$ cat src/rtl/fetch_queue_stage_if.sv
// Fetch-to-decode bundle: redirect/stall control in, imem address/data, head-of-queue outputs.
// The fetch stage uses the master view; the decode/memory side uses the slave view.
interface fetch_queue_stage_if #(
  parameter int unsigned XLEN  = 32,
  parameter int unsigned DEPTH = 4
);
  localparam int unsigned CW = $clog2(DEPTH) + 1;

  logic            RedirectF;
  logic [XLEN-1:0] RedirectPC;
  logic            StallD;
  logic [XLEN-1:0] ImemAddr;
  logic [XLEN-1:0] ImemRdata;
  logic [XLEN-1:0] InstrD;
  logic [XLEN-1:0] PCD;
  logic [XLEN-1:0] PCPlus4D;
  logic            ValidD;
  logic [CW-1:0]   Count;

  modport master (
    input  RedirectF, RedirectPC, StallD, ImemRdata,
    output ImemAddr, InstrD, PCD, PCPlus4D, ValidD, Count
  );

  modport slave (
    output RedirectF, RedirectPC, StallD, ImemRdata,
    input  ImemAddr, InstrD, PCD, PCPlus4D, ValidD, Count
  );
endinterface

$ cat src/rtl/fetch_queue_stage.sv
// Fetch PC plus DEPTH-entry {PC, instr} queue; an entry pushed at an edge is at the head right after it.
// Full queue stops fetching unless the head pops that cycle; a redirect flushes and reloads the PC.
module fetch_queue_stage #(
  parameter int unsigned     XLEN     = 32,
  parameter int unsigned     DEPTH    = 4,
  parameter logic [XLEN-1:0] RESET_PC = '0,
  parameter int unsigned     PC_STEP  = 4
) (
  input logic                 CLK,
  input logic                 RST,
  fetch_queue_stage_if.master bus
);
  localparam int unsigned     AW   = $clog2(DEPTH);
  localparam int unsigned     CW   = AW + 1;
  localparam logic [XLEN-1:0] STEP = XLEN'(PC_STEP);
  localparam logic [CW-1:0]   FULL = CW'(DEPTH);

  logic [XLEN-1:0] pc_q, pc_d;
  logic [AW-1:0]   rd_ptr_q, rd_ptr_d;
  logic [AW-1:0]   wr_ptr_q, wr_ptr_d;
  logic [CW-1:0]   count_q, count_d;

  logic [XLEN-1:0] pc_mem_q    [DEPTH];
  logic [XLEN-1:0] instr_mem_q [DEPTH];

  logic valid;
  logic pop;
  logic push;

  assign valid = (count_q != '0);
  assign pop   = valid & ~bus.StallD & ~bus.RedirectF;
  // A full queue can still accept when the head leaves in the same cycle.
  assign push  = ~bus.RedirectF & ((count_q < FULL) | pop);

  always_comb begin
    pc_d     = pc_q;
    rd_ptr_d = rd_ptr_q;
    wr_ptr_d = wr_ptr_q;
    count_d  = count_q;
    if (bus.RedirectF) begin
      pc_d     = bus.RedirectPC;
      rd_ptr_d = '0;
      wr_ptr_d = '0;
      count_d  = '0;
    end else begin
      if (push) begin
        wr_ptr_d = wr_ptr_q + AW'(1);
        pc_d     = pc_q + STEP;
      end
      if (pop) begin
        rd_ptr_d = rd_ptr_q + AW'(1);
      end
      if (push && !pop) begin
        count_d = count_q + CW'(1);
      end else if (pop && !push) begin
        count_d = count_q - CW'(1);
      end
    end
  end

  always_ff @(posedge CLK or negedge RST) begin
    if (!RST) begin
      pc_q     <= RESET_PC;
      rd_ptr_q <= '0;
      wr_ptr_q <= '0;
      count_q  <= '0;
    end else begin
      pc_q     <= pc_d;
      rd_ptr_q <= rd_ptr_d;
      wr_ptr_q <= wr_ptr_d;
      count_q  <= count_d;
    end
  end

  // Storage is never observed while invalid, so it carries no reset.
  always_ff @(posedge CLK) begin
    if (push) begin
      pc_mem_q[wr_ptr_q]    <= pc_q;
      instr_mem_q[wr_ptr_q] <= bus.ImemRdata;
    end
  end

  assign bus.ImemAddr = pc_q;
  assign bus.ValidD   = valid;
  assign bus.Count    = count_q;
  assign bus.InstrD   = valid ? instr_mem_q[rd_ptr_q] : '0;
  assign bus.PCD      = valid ? pc_mem_q[rd_ptr_q] : '0;
  assign bus.PCPlus4D = valid ? (pc_mem_q[rd_ptr_q] + STEP) : '0;
endmodule

$ cat src/flat_wrapper.sv
// flat-port wrapper written by rule: the top's interface ports become plain ports
module fetch_queue_stage_flat 
#(
  parameter int unsigned     XLEN     = 32,
  parameter int unsigned     DEPTH    = 4,
  parameter logic [XLEN-1:0] RESET_PC = '0,
  parameter int unsigned     PC_STEP  = 4
)
  (CLK, RST, bus_RedirectF, bus_RedirectPC, bus_StallD, bus_ImemRdata, bus_ImemAddr, bus_InstrD, bus_PCD, bus_PCPlus4D, bus_ValidD, bus_Count);
  fetch_queue_stage_if #(.XLEN(XLEN), .DEPTH(DEPTH)) bus_i ();
  input logic CLK;
  input logic RST;
  input wire logic [$bits(bus_i.RedirectF)-1:0] bus_RedirectF;
  input wire logic [$bits(bus_i.RedirectPC)-1:0] bus_RedirectPC;
  input wire logic [$bits(bus_i.StallD)-1:0] bus_StallD;
  input wire logic [$bits(bus_i.ImemRdata)-1:0] bus_ImemRdata;
  output wire logic [$bits(bus_i.ImemAddr)-1:0] bus_ImemAddr;
  output wire logic [$bits(bus_i.InstrD)-1:0] bus_InstrD;
  output wire logic [$bits(bus_i.PCD)-1:0] bus_PCD;
  output wire logic [$bits(bus_i.PCPlus4D)-1:0] bus_PCPlus4D;
  output wire logic [$bits(bus_i.ValidD)-1:0] bus_ValidD;
  output wire logic [$bits(bus_i.Count)-1:0] bus_Count;
  assign bus_i.RedirectF = bus_RedirectF;
  assign bus_i.RedirectPC = bus_RedirectPC;
  assign bus_i.StallD = bus_StallD;
  assign bus_i.ImemRdata = bus_ImemRdata;
  assign bus_ImemAddr = bus_i.ImemAddr;
  assign bus_InstrD = bus_i.InstrD;
  assign bus_PCD = bus_i.PCD;
  assign bus_PCPlus4D = bus_i.PCPlus4D;
  assign bus_ValidD = bus_i.ValidD;
  assign bus_Count = bus_i.Count;
  fetch_queue_stage #(.XLEN(XLEN), .DEPTH(DEPTH), .RESET_PC(RESET_PC), .PC_STEP(PC_STEP)) u_core (.CLK(CLK), .RST(RST), .bus(bus_i));
endmodule
$ cat config.mk
export PLATFORM = sky130hd
export DESIGN_NAME = fetch_queue_stage_flat
export DESIGN_NICKNAME = d
export VERILOG_FILES = /design/src/rtl/fetch_queue_stage_if.sv /design/src/rtl/fetch_queue_stage.sv /design/src/flat_wrapper.sv
export SDC_FILE = /design/constraint.sdc
export NUM_CORES = 1
export LEC_CHECK = 0
export ABC_AREA = 1
export CAP_MARGIN = 10
export CORE_MARGIN = 4
export CORE_UTILIZATION = 40
export CTS_CLUSTER_DIAMETER = 120
export DETAILED_ROUTE_END_ITERATION = 8
export PLACE_DENSITY = 0.73
export SLEW_MARGIN = 20
export SYNTH_ARGS = -nofsm -noshare
export SYNTH_HDL_FRONTEND = slang
export SYNTH_SLANG_ARGS = --single-unit
export TNS_END_PERCENT = 100
$ cat constraint.sdc
create_clock -name CLK -period 3.1 [get_ports CLK]
set_clock_uncertainty 0.2 [all_clocks]
set_input_delay 0.465 -clock CLK [delete_from_list [all_inputs] [get_ports CLK]]
set_output_delay 0.465 -clock CLK [all_outputs]
set_load 0.01 [all_outputs]
# ---- Word level (Yosys, flattened, before mapping)
# Memories as Yosys holds them, arrays and structs flattened.
# Cells that the tools add are included.
# W data, S select, Z words.
dict set report word_totals {
  out_inout_bits 132
  ram_bits 256
  memories 2
  register_bits 39
  wordCells 41
}
dict set report op_classes {
  order_cmp 1
  addsub 6
  n_bitwise 6
  n_reduce_logical 8
  mux 14
}
# name words width read_ports rd_clocked_by_memory_dff write_ports line_no
set mem_list {}
lappend mem_list {u_core.instr_mem_q 4 32 1 0 1 fetch_queue_stage.sv:24} ;# logic [XLEN-1:0] instr_mem_q [DEPTH];
lappend mem_list {u_core.pc_mem_q 4 32 1 0 1 fetch_queue_stage.sv:23} ;# logic [XLEN-1:0] pc_mem_q [DEPTH];
# operator n
set op_table {}
lappend op_table {{$mux W32} 5}
lappend op_table {{$add A32 B3 Y32 const B} 2}
lappend op_table {{$mux W3} 3}
lappend op_table {{$mux W2} 4}
lappend op_table {{$reduce_bool A3 Y1} 2}
lappend op_table {{$add A2 B1 Y2 const B} 2}
lappend op_table {{$reduce_bool A2 Y1} 2}
lappend op_table {{$add A3 B1 Y3 const B} 1}
lappend op_table {{$and A1 B1 Y1} 3}
lappend op_table {{$lt A3 B3 Y1 const B} 1}
lappend op_table {{$sub A3 B1 Y3 const B} 1}
lappend op_table {{$logic_and A1 B1 Y1} 2}
lappend op_table {{$logic_not A1 Y1} 2}
lappend op_table {{$mux W1} 2}
lappend op_table {{$not A1 Y1} 2}
lappend op_table {{$or A1 B1 Y1} 1}

# ---- Longest topological paths before layout
# Gate-level depths: netlist of the first run.
dict set report depth {
  word_depth 10
  mapped_depth 16
  mapped_depth_nobuf 14
}

# ---- Worst setup path after synthesis of the first run
# No wires, ideal clock.
dict set report synth_path {
  path_type {in2reg}
  startpoint {in bus_RedirectF}
  endpoint {mem u_core.instr_mem_q[0][0], enable pin}
  path_buffers 1
  arrival_ps 2545
  path_stages 6
  t_required_ps 2482
  slack_ps -64
  cell_sequence {o21ai_1 > inv_1 > nor2_1 > buf_2 > nand2_1 > inv_1}
}
dict set report synth_between {
  elab_chain_len 6
}
# item line_no
set synth_lines {}
lappend synth_lines {{start, declared} flat_wrapper.sv:13} ;# input wire logic [$bits(bus_i.RedirectF)-1:0] bus_RedirectF;
lappend synth_lines {{$not A1 Y1 *} {fetch_queue_stage.sv:31, fetch_queue_stage.sv:33}}
lappend synth_lines {{$and A1 B1 Y1} fetch_queue_stage.sv:31} ;# assign pop = valid & ~bus.StallD & ~bus.RedirectF;
lappend synth_lines {{$or A1 B1 Y1} fetch_queue_stage.sv:33} ;# assign push = ~bus.RedirectF & ((count_q < FULL) | pop);
lappend synth_lines {{$and A1 B1 Y1 *} fetch_queue_stage.sv:33}
lappend synth_lines {{$mux W1 *} fetch_queue_stage.sv:77} ;# if (push) begin
lappend synth_lines {{$mux W1 (not written as such) *} fetch_queue_stage.sv:79} ;# instr_mem_q[wr_ptr_q] <= bus.ImemRdata;
lappend synth_lines {{end, declared} fetch_queue_stage.sv:24}
# Mark *: on every way between the ends. The rest lies on a longest branch, timed or not.

# ---- Worst setup path in the final report of the first run
dict set report layout_path {
  startpoint {reg u_core.rd_ptr_q[0]}
  endpoint {out bus_PCPlus4D[24]}
}
dict set report layout_between {
  elab_chain_len 3
}
# item line_no
set layout_lines {}
lappend layout_lines {{start, declared} fetch_queue_stage.sv:19} ;# logic [AW-1:0] rd_ptr_q, rd_ptr_d;
lappend layout_lines {{start signal, assigned} fetch_queue_stage.sv:69} ;# rd_ptr_q <= rd_ptr_d;
lappend layout_lines {{$mem_v2 Z4 W32} -}
lappend layout_lines {{$add A32 B3 Y32} fetch_queue_stage.sv:88} ;# assign bus.PCPlus4D = valid ? (pc_mem_q[rd_ptr_q] + STEP) : '0;
lappend layout_lines {{$mux W32} fetch_queue_stage.sv:88}
lappend layout_lines {{end, declared} flat_wrapper.sv:20} ;# output wire logic [$bits(bus_i.PCPlus4D)-1:0] bus_PCPlus4D;
# Every way passes these cells.

==> impl_metrics.tcl, run 1 <==
set metrics [dict create \
    syn_inst 1570 \
    io_buffer_count 199 \
    drc 0 \
    drt_iter0_drc 877 \
    min_from "bus_RedirectPC[0]" \
    powerDensity_mw_per_mm2 910 \
    setup_ws_ns -0.186 \
    synth_top_cell_by_area "edfxtp_1" \
    path_buf_inv 6 \
    finalSetupTns_ns -4.70 \
    ys_seq_area_share_pct 60.5 \
    routed_wl_um 43300 \
    holdPathStages 3 \
    place_congestion 0.909 \
    synth_warnings 0 \
    core-area_mm2 0.0354 \
    rrSetupSlack_ns 0.57 \
    cpMaxStageDelayCell "dfrtp_4" \
    reg2reg_depth 6 \
    clkTransAtPathRegs_ns 0.06 \
    initial_core_util_pct 40.4 \
    synth_compound_area_share_pct 6.95 \
    synthToLayoutAreaGrowth_pct 37.5 \
    cellLeakagePower_nw 7.97 \
    cpPeakStageDelay_ns 0.56 \
    clock_latency_ns 0.55 \
    total_power_mw 17.9 \
    die_w_um 197 \
    drtAntennaViolNets 0 \
    seqPwrFrac_pct 31.6 \
    internal_power_mw 11.0 \
    critPathKind "reg2out" \
    r2r-end "u_core.instr_mem_q[1][9]$_DFFE_PP_" \
    rsz0062_at_grt "true" \
    grt.total_usage_pct 21.1 \
    synth_fa_ha_area_share_pct 0.664 \
    synth_top_area_share_pct 53.7 \
    drv_slew 0 \
    layout.nets 1952 \
    ys.flop_type "edfxtp_1" \
    end_kind "output port" \
    sw_frac_of_total_pct 38.7 \
    io-pin-count 200 \
    ys_ff_latch 295 \
    fill_cells 3066 \
    layout-drive-gt1-share_pct 23.4 \
    peakVddDrop_v 0.000553 \
    arrival_ns 2.62 \
    ctsHtreeMaxLevel 1 \
    timing.fmax_ghz 0.304 \
    crit_top_cell "nand2_2" \
    setup_viol 44 \
    combPwrFrac_pct 47.7 \
    final_cell_area_mm2 0.0197 \
    syn-num-nets 1645 \
    antenna_found_initial 1 \
    cts_tree "built" \
    finalHoldViolCount 0 \
    dr.pass1.iters 5 \
    placedInstanceArea_mm2 0.0175 \
    cts_buffer_depth 3 \
    synth_area_leaders "edfxtp_1 (54%), nand2_1 (12%), nor2_1 (7.6%), dfrtp_1 (6.8%), o21ai_0 (3.6%)" \
    min_period_ns 3.29 \
    violations "negative setup slack" \
    avgRoutedWirePerCell_um 18.4 \
    cap_violations 0 \
    die_area_mm2 0.0389 \
    die_y_um 197 \
    hold_class "in2reg" \
    p_sw_mw 6.93 \
    synth-simple-area-share_pct 26.1 \
    slew_headroom_pct 35.0 \
    rows 69 \
    synth_top_family_by_area "simple AND/OR/NAND/NOR gates" \
    synthArstFlopShare_pct 13.2 \
    min_to "u_core.bus.ImemAddr[0]$_DFFE_PN0P_" \
    syn_avg_cell_area_um2 9.12 \
    synth_cell_types 42 \
    mostFrequentLayoutCell "nand2_1" \
    cts.sinks 295 \
    period_share_pct 106 \
    multi_input_area_mm2 0.00565 \
    critical_path_peak_fanout 7 \
    synth_edf_count 256 \
    overflow 0 \
    reg2reg_from "u_core.bus.Count[2]$_DFFE_PN0P_" \
    fin_hold_ws_ns 0.250 \
    root_buffer "clkbuf_16" \
    grt_pass1_vias 11900 \
    worstSetupStartpointType "flop" \
    layoutNonFillerInstCount 2361 \
    netlist_area_mm2 0.0143 \
    path_cells "buf_12 > inv_8 > o211ai_1 > nand2_2 > ha_4 > inv_6 > buf_6 > nor2_4 > buf_6 > nand3_2 > nand2_2 > nand2_2 > nor2_1 > buf_2" \
    seq_area_mm2 0.00867 \
    dp_hpwl_um 29000 \
    tightest_slew_ns 0.975 \
    grt_max_degree 52 \
    dp.cells 2274 \
    outcome "finished with violations" \
    grt_pass1_wl_um 65100 \
    final_cell_mix "nand2_1 (353), edfxtp_1 (256), nor2_1 (243)" \
    via_count 12100 \
    cp_top_family "buffers and inverters" \
    synth_xor_xnor_area_share_pct 0.551 \
    synthMuxAreaShare_pct 0 \
    required_ns 2.43 \
    p_clk_share_pct 20.7 \
    via_per_inst 5.13 \
    cts_buffers 29 \
    antennaDiodeCount 0 \
]
worst min-delay path: stages:
cell	delay, ns
clkdlybuf4s50_1	0.39
nand2_1	0.06
nand2_1	0.05
cell families (layout without fill, tap and decap cells):
group,after synthesis,in the layout
adder cells (fa/ha/maj),7,7
buffers and inverters,163,493
AND/OR/NAND/NOR,910,910
AO/OA/AOI/OAI,186,186
flip-flops,295,295
XOR/XNOR,9,9
flip-flops by register name (all words and copies together) (netlist names):
register,flops
u_core.bus.Count,3
u_core.pc_mem_q,128
u_core.rd_ptr_q,2
u_core.bus.ImemAddr,32
u_core.wr_ptr_q,2
u_core.instr_mem_q,128
synth_stat cells (all sizes together), types with 2 or more instances:
cell type	count
nand2	467
ha	6
xor2	7
xnor2	2
nor2	308
o22ai	4
nand3	98
nand3b	2
inv	93
o211ai	13
a31oi	4
clkbuf	22
edfxtp	256
o21ai	106
or2	3
nor3b	2
o21bai	2
nor3	11
nand4	18
dfrtp	39
a21oi	52
buf	48
metrics by stage:
stage	utilization (%)	setup slack [ns]
6_report	55.6	-0.186
5_1_grt	55.6	-0.402
4_1_cts	54.2	-0.216
3_5_place_dp	49.5	-0.122
3_3_place_gp	49.5	-0.121
2_1_floorplan	-	0.466
power by group through the flow:
| stage | Clock, mW | Combinational [mW] | Sequential [mW] |
|---|---|---|---|
| after floorplan | 0 | 3.67 | 5.59 |
| after global placement | 0 | 7.59 | 5.69 |
| after detailed placement | 0 | 7.68 | 5.72 |
| after CTS | 3.77 | 7.99 | 5.64 |
| after global routing | 3.93 | 9.27 | 5.72 |
| final | 3.71 | 8.54 | 5.66 |
final cells by class:
cell class / instances / area share [%]
Timing Repair Buffer: 345 / 17.1
Timing Repair inverter: 1 / 0.0572
Tap cell: 461 / 2.93
Inverter: 93 / 1.98
Multi-Input combinational cell: 1112 / 28.7
Clock buffer: 31 / 3.73
Clock inverter: 23 / 1.49
Sequential cell: 295 / 44.0
what timing repair did:
| action | 4_1_cts | 5_1_grt |
|---|---|---|
| buffers inserted | 15 | 12 |
| hold endpoints to repair | 39 | 0 |
| setup endpoints to repair | 94 | 67 |
| gates resized for setup | 314 | 123 |
| pin swaps | 57 | 36 |
| cloned | 4 | 3 |
| hold buffers | 1 | 0 |
how the worst max path moves through the flow:
| stage | startpoint | slack [ns] | cells after the start | endpoint |
|---|---|---|---|---|
| after floorplan | u_core.rd_ptr_q[1]$_DFFE_PN0P_ | 0.47 | 14 | bus_PCPlus4D[26] |
| after CTS | u_core.rd_ptr_q[0]$_DFFE_PN0P_ | -0.22 | 14 | bus_PCPlus4D[23] |
| after global routing | u_core.rd_ptr_q[0]$_DFFE_PN0P_ | -0.40 | 15 | bus_PCPlus4D[28] |
| after detailed placement | u_core.rd_ptr_q[0]$_DFFE_PN0P_ | -0.12 | 14 | bus_PCPlus4D[31] |
| final | u_core.rd_ptr_q[0]$_DFFE_PN0P_ | -0.19 | 14 | bus_PCPlus4D[24] |
| after global placement | u_core.rd_ptr_q[0]$_DFFE_PN0P_ | -0.12 | 14 | bus_PCPlus4D[31] |
metal layers:
metal  vias up  share of wire (%)  track usage, %
li1       5853                  -               -
met1      5758                 43            28.9
met2       443                 49            35.9
met3        65                6.7            3.02
met4         0                2.1            5.19
met5         -                  0               0
Note: power is estimated with default switching activity, not from simulation.
==> run 2, diff against run 1 <==
CORE_UTILIZATION = 50   (was 40)
PLACE_DENSITY = 0.86   (was 0.73)
==> impl_metrics.tcl, run 2 (synthesis results as in run 1) <==
set metrics [dict create \
    cts.sinks 295 \
    avgRoutedWirePerCell_um 20.8 \
    finalHoldViolCount 0 \
    antennaDiodeCount 0 \
    dp.cells 2181 \
    die_y_um 177 \
    grt_pass1_wl_um 69200 \
    io_buffer_count 199 \
    reg2reg_depth 10 \
    clock_latency_ns 0.55 \
    finalSetupTns_ns -5.27 \
    drc 0 \
    slew_headroom_pct 34.8 \
    fill_cells 1932 \
    drtAntennaViolNets 0 \
    powerDensity_mw_per_mm2 911 \
    drt_iter0_drc 1312 \
    cellLeakagePower_nw 8.30 \
    routed_wl_um 47500 \
    tightest_slew_ns 0.978 \
    io-pin-count 200 \
    outcome "finished with violations" \
    drv_slew 0 \
    die_area_mm2 0.0314 \
    ctsHtreeMaxLevel 1 \
    preCtsSetupSlack_ns -0.0794 \
    peakVddDrop_v 0.000611 \
    holdPathStages 3 \
    worstSetupStartpointType "flop" \
    crit_top_cell "buf_4" \
    cpMaxStageDelayCell "dfrtp_4" \
    rsz0062_at_grt "true" \
    antenna_found_initial 1 \
    overflow 0 \
    cts_buffers 29 \
    critPathKind "reg2out" \
    layoutNonFillerInstCount 2285 \
    end_kind "output port" \
    mostFrequentLayoutCell "nand2_1" \
    cpPeakStageDelay_ns 0.55 \
    reg2reg_from "u_core.bus.Count[1]$_DFFE_PN0P_" \
    cts_tree "built" \
    via_per_inst 5.75 \
    final_util_pct 70.6 \
    cap_violations 0 \
    clkTransAtPathRegs_ns 0.06 \
    required_ns 2.43 \
    violations "negative setup slack" \
    initial_core_util_pct 51.1 \
    final_cell_mix "nand2_1 (331), edfxtp_1 (256), nor2_1 (245)" \
    min_from "bus_RedirectPC[24]" \
    rows 61 \
    place_congestion 0.965 \
    hold_class "in2reg" \
    synthToLayoutAreaGrowth_pct 38.2 \
    setup_ws_ns -0.273 \
    layout-drive-gt1-share_pct 25.7 \
    cts_buffer_depth 3 \
    critical_path_peak_fanout 6 \
    grt_pass1_vias 12800 \
    layout.nets 1959 \
    core-area_mm2 0.0280 \
    dp_hpwl_um 30400 \
    period_share_pct 109 \
    root_buffer "clkbuf_16" \
    setup_viol 29 \
    min_period_ns 3.37 \
    timing.fmax_ghz 0.296 \
    die_w_um 177 \
    arrival_ns 2.71 \
    startpoint "u_core.rd_ptr_q[0]$_DFFE_PN0P_" \
    grt_max_degree 43 \
    via_count 13100 \
    path_cells "buf_4 > buf_4 > nand2_1 > nand3_2 > nand2_2 > ha_4 > inv_4 > nor2_4 > nand2_4 > nor2_4 > buf_4 > nand3_1 > nor3b_2 > buf_2" \
    grt.total_usage_pct 28.0 \
    dr.pass1.iters 5 \
]
## run 2: cell count changes in the layout (fill, tap and decap cells not counted), sizes merged
cell,delta
clkdlybuf4s15,+2
clkinv,-5
inv,+1
clkbuf,+10
dlymetal6s2s,+19
dlygate4sd2,-7
clkinvlp,-2
clkdlybuf4s50,-16
bufinv,-3
buf,+8
## run 2: final cells by class
class                      instances  area (um2)  area share (%)
timing repair buffer             352        3480            17.6
sequential                       295        8670            43.8
timing repair inverter             1        11.3          0.0569
clock inverter                    14         151           0.765
tap                              378         473            2.39
clock buffer                      40         797            4.03
inverter                          93         384            1.94
multi-input combinational       1112        5820            29.4
## run 2: critical path: cells and delay by family, from the launching register on
family,cells,cell delay [ns]
flip-flops,1,0.55
AND/OR/NAND/NOR,8,0.85
buffers and inverters,5,0.59
adder cells (fa/ha/maj),1,0.16
## run 2: report_power, final
group          switching, mW  total, mW  internal (mW)  leakage, nW
Clock                   1.47       3.51           2.05        0.462
Combinational           5.22       8.84           3.61         5.04
Sequential             0.513       5.67           5.16         2.80
## run 2: layer usage
metal  global-route usage, %  wire, um  vias to the layer above  part of all wire, %
li1                        -         -                     5869                    -
met3                    4.74      4470                      158                  9.4
met1                    35.7     17200                     6303                   36
met5                       0        13                        -                0.027
met4                    7.64      1830                        2                  3.9
met2                    49.6     24000                      802                   50
## run 2: path summary, 6_finish.rpt
check                                                 endpoint  slack [ns]
setup / recovery                              bus_PCPlus4D[18]       -0.27
hold / removal             u_core.bus.ImemAddr[24]$_DFFE_PN0N_        0.28
setup reg to reg               u_core.bus.Count[1]$_DFFE_PN0P_        0.69
hold reg to reg                u_core.bus.Count[2]$_DFFE_PN0P_        0.36
max in group asynchronous       u_core.rd_ptr_q[0]$_DFFE_PN0P_        1.55
min in group asynchronous  u_core.bus.ImemAddr[22]$_DFFE_PN0N_        0.44
## run 2: what timing repair did
action	in CTS	in global routing
pin swaps	48	59
cloned	4	4
endpoints found under the setup margin	87	72
resized for setup	276	232
buffers inserted	23	18
endpoints found under the hold margin	39	0
hold buffers	1	0
## run 2: metrics by stage
step | cell area, um2 | hold WS [ns] | total power [mW]
finish | 19800 | 0.277 | 18.0
global placement | 17300 | 0.347 | 13.1
CTS | 18900 | 0.261 | 17.1
global route | 19800 | 0.284 | 18.9
floorplan | 14300 | -0.0306 | 9.25
detailed placement | 17300 | 0.354 | 13.3
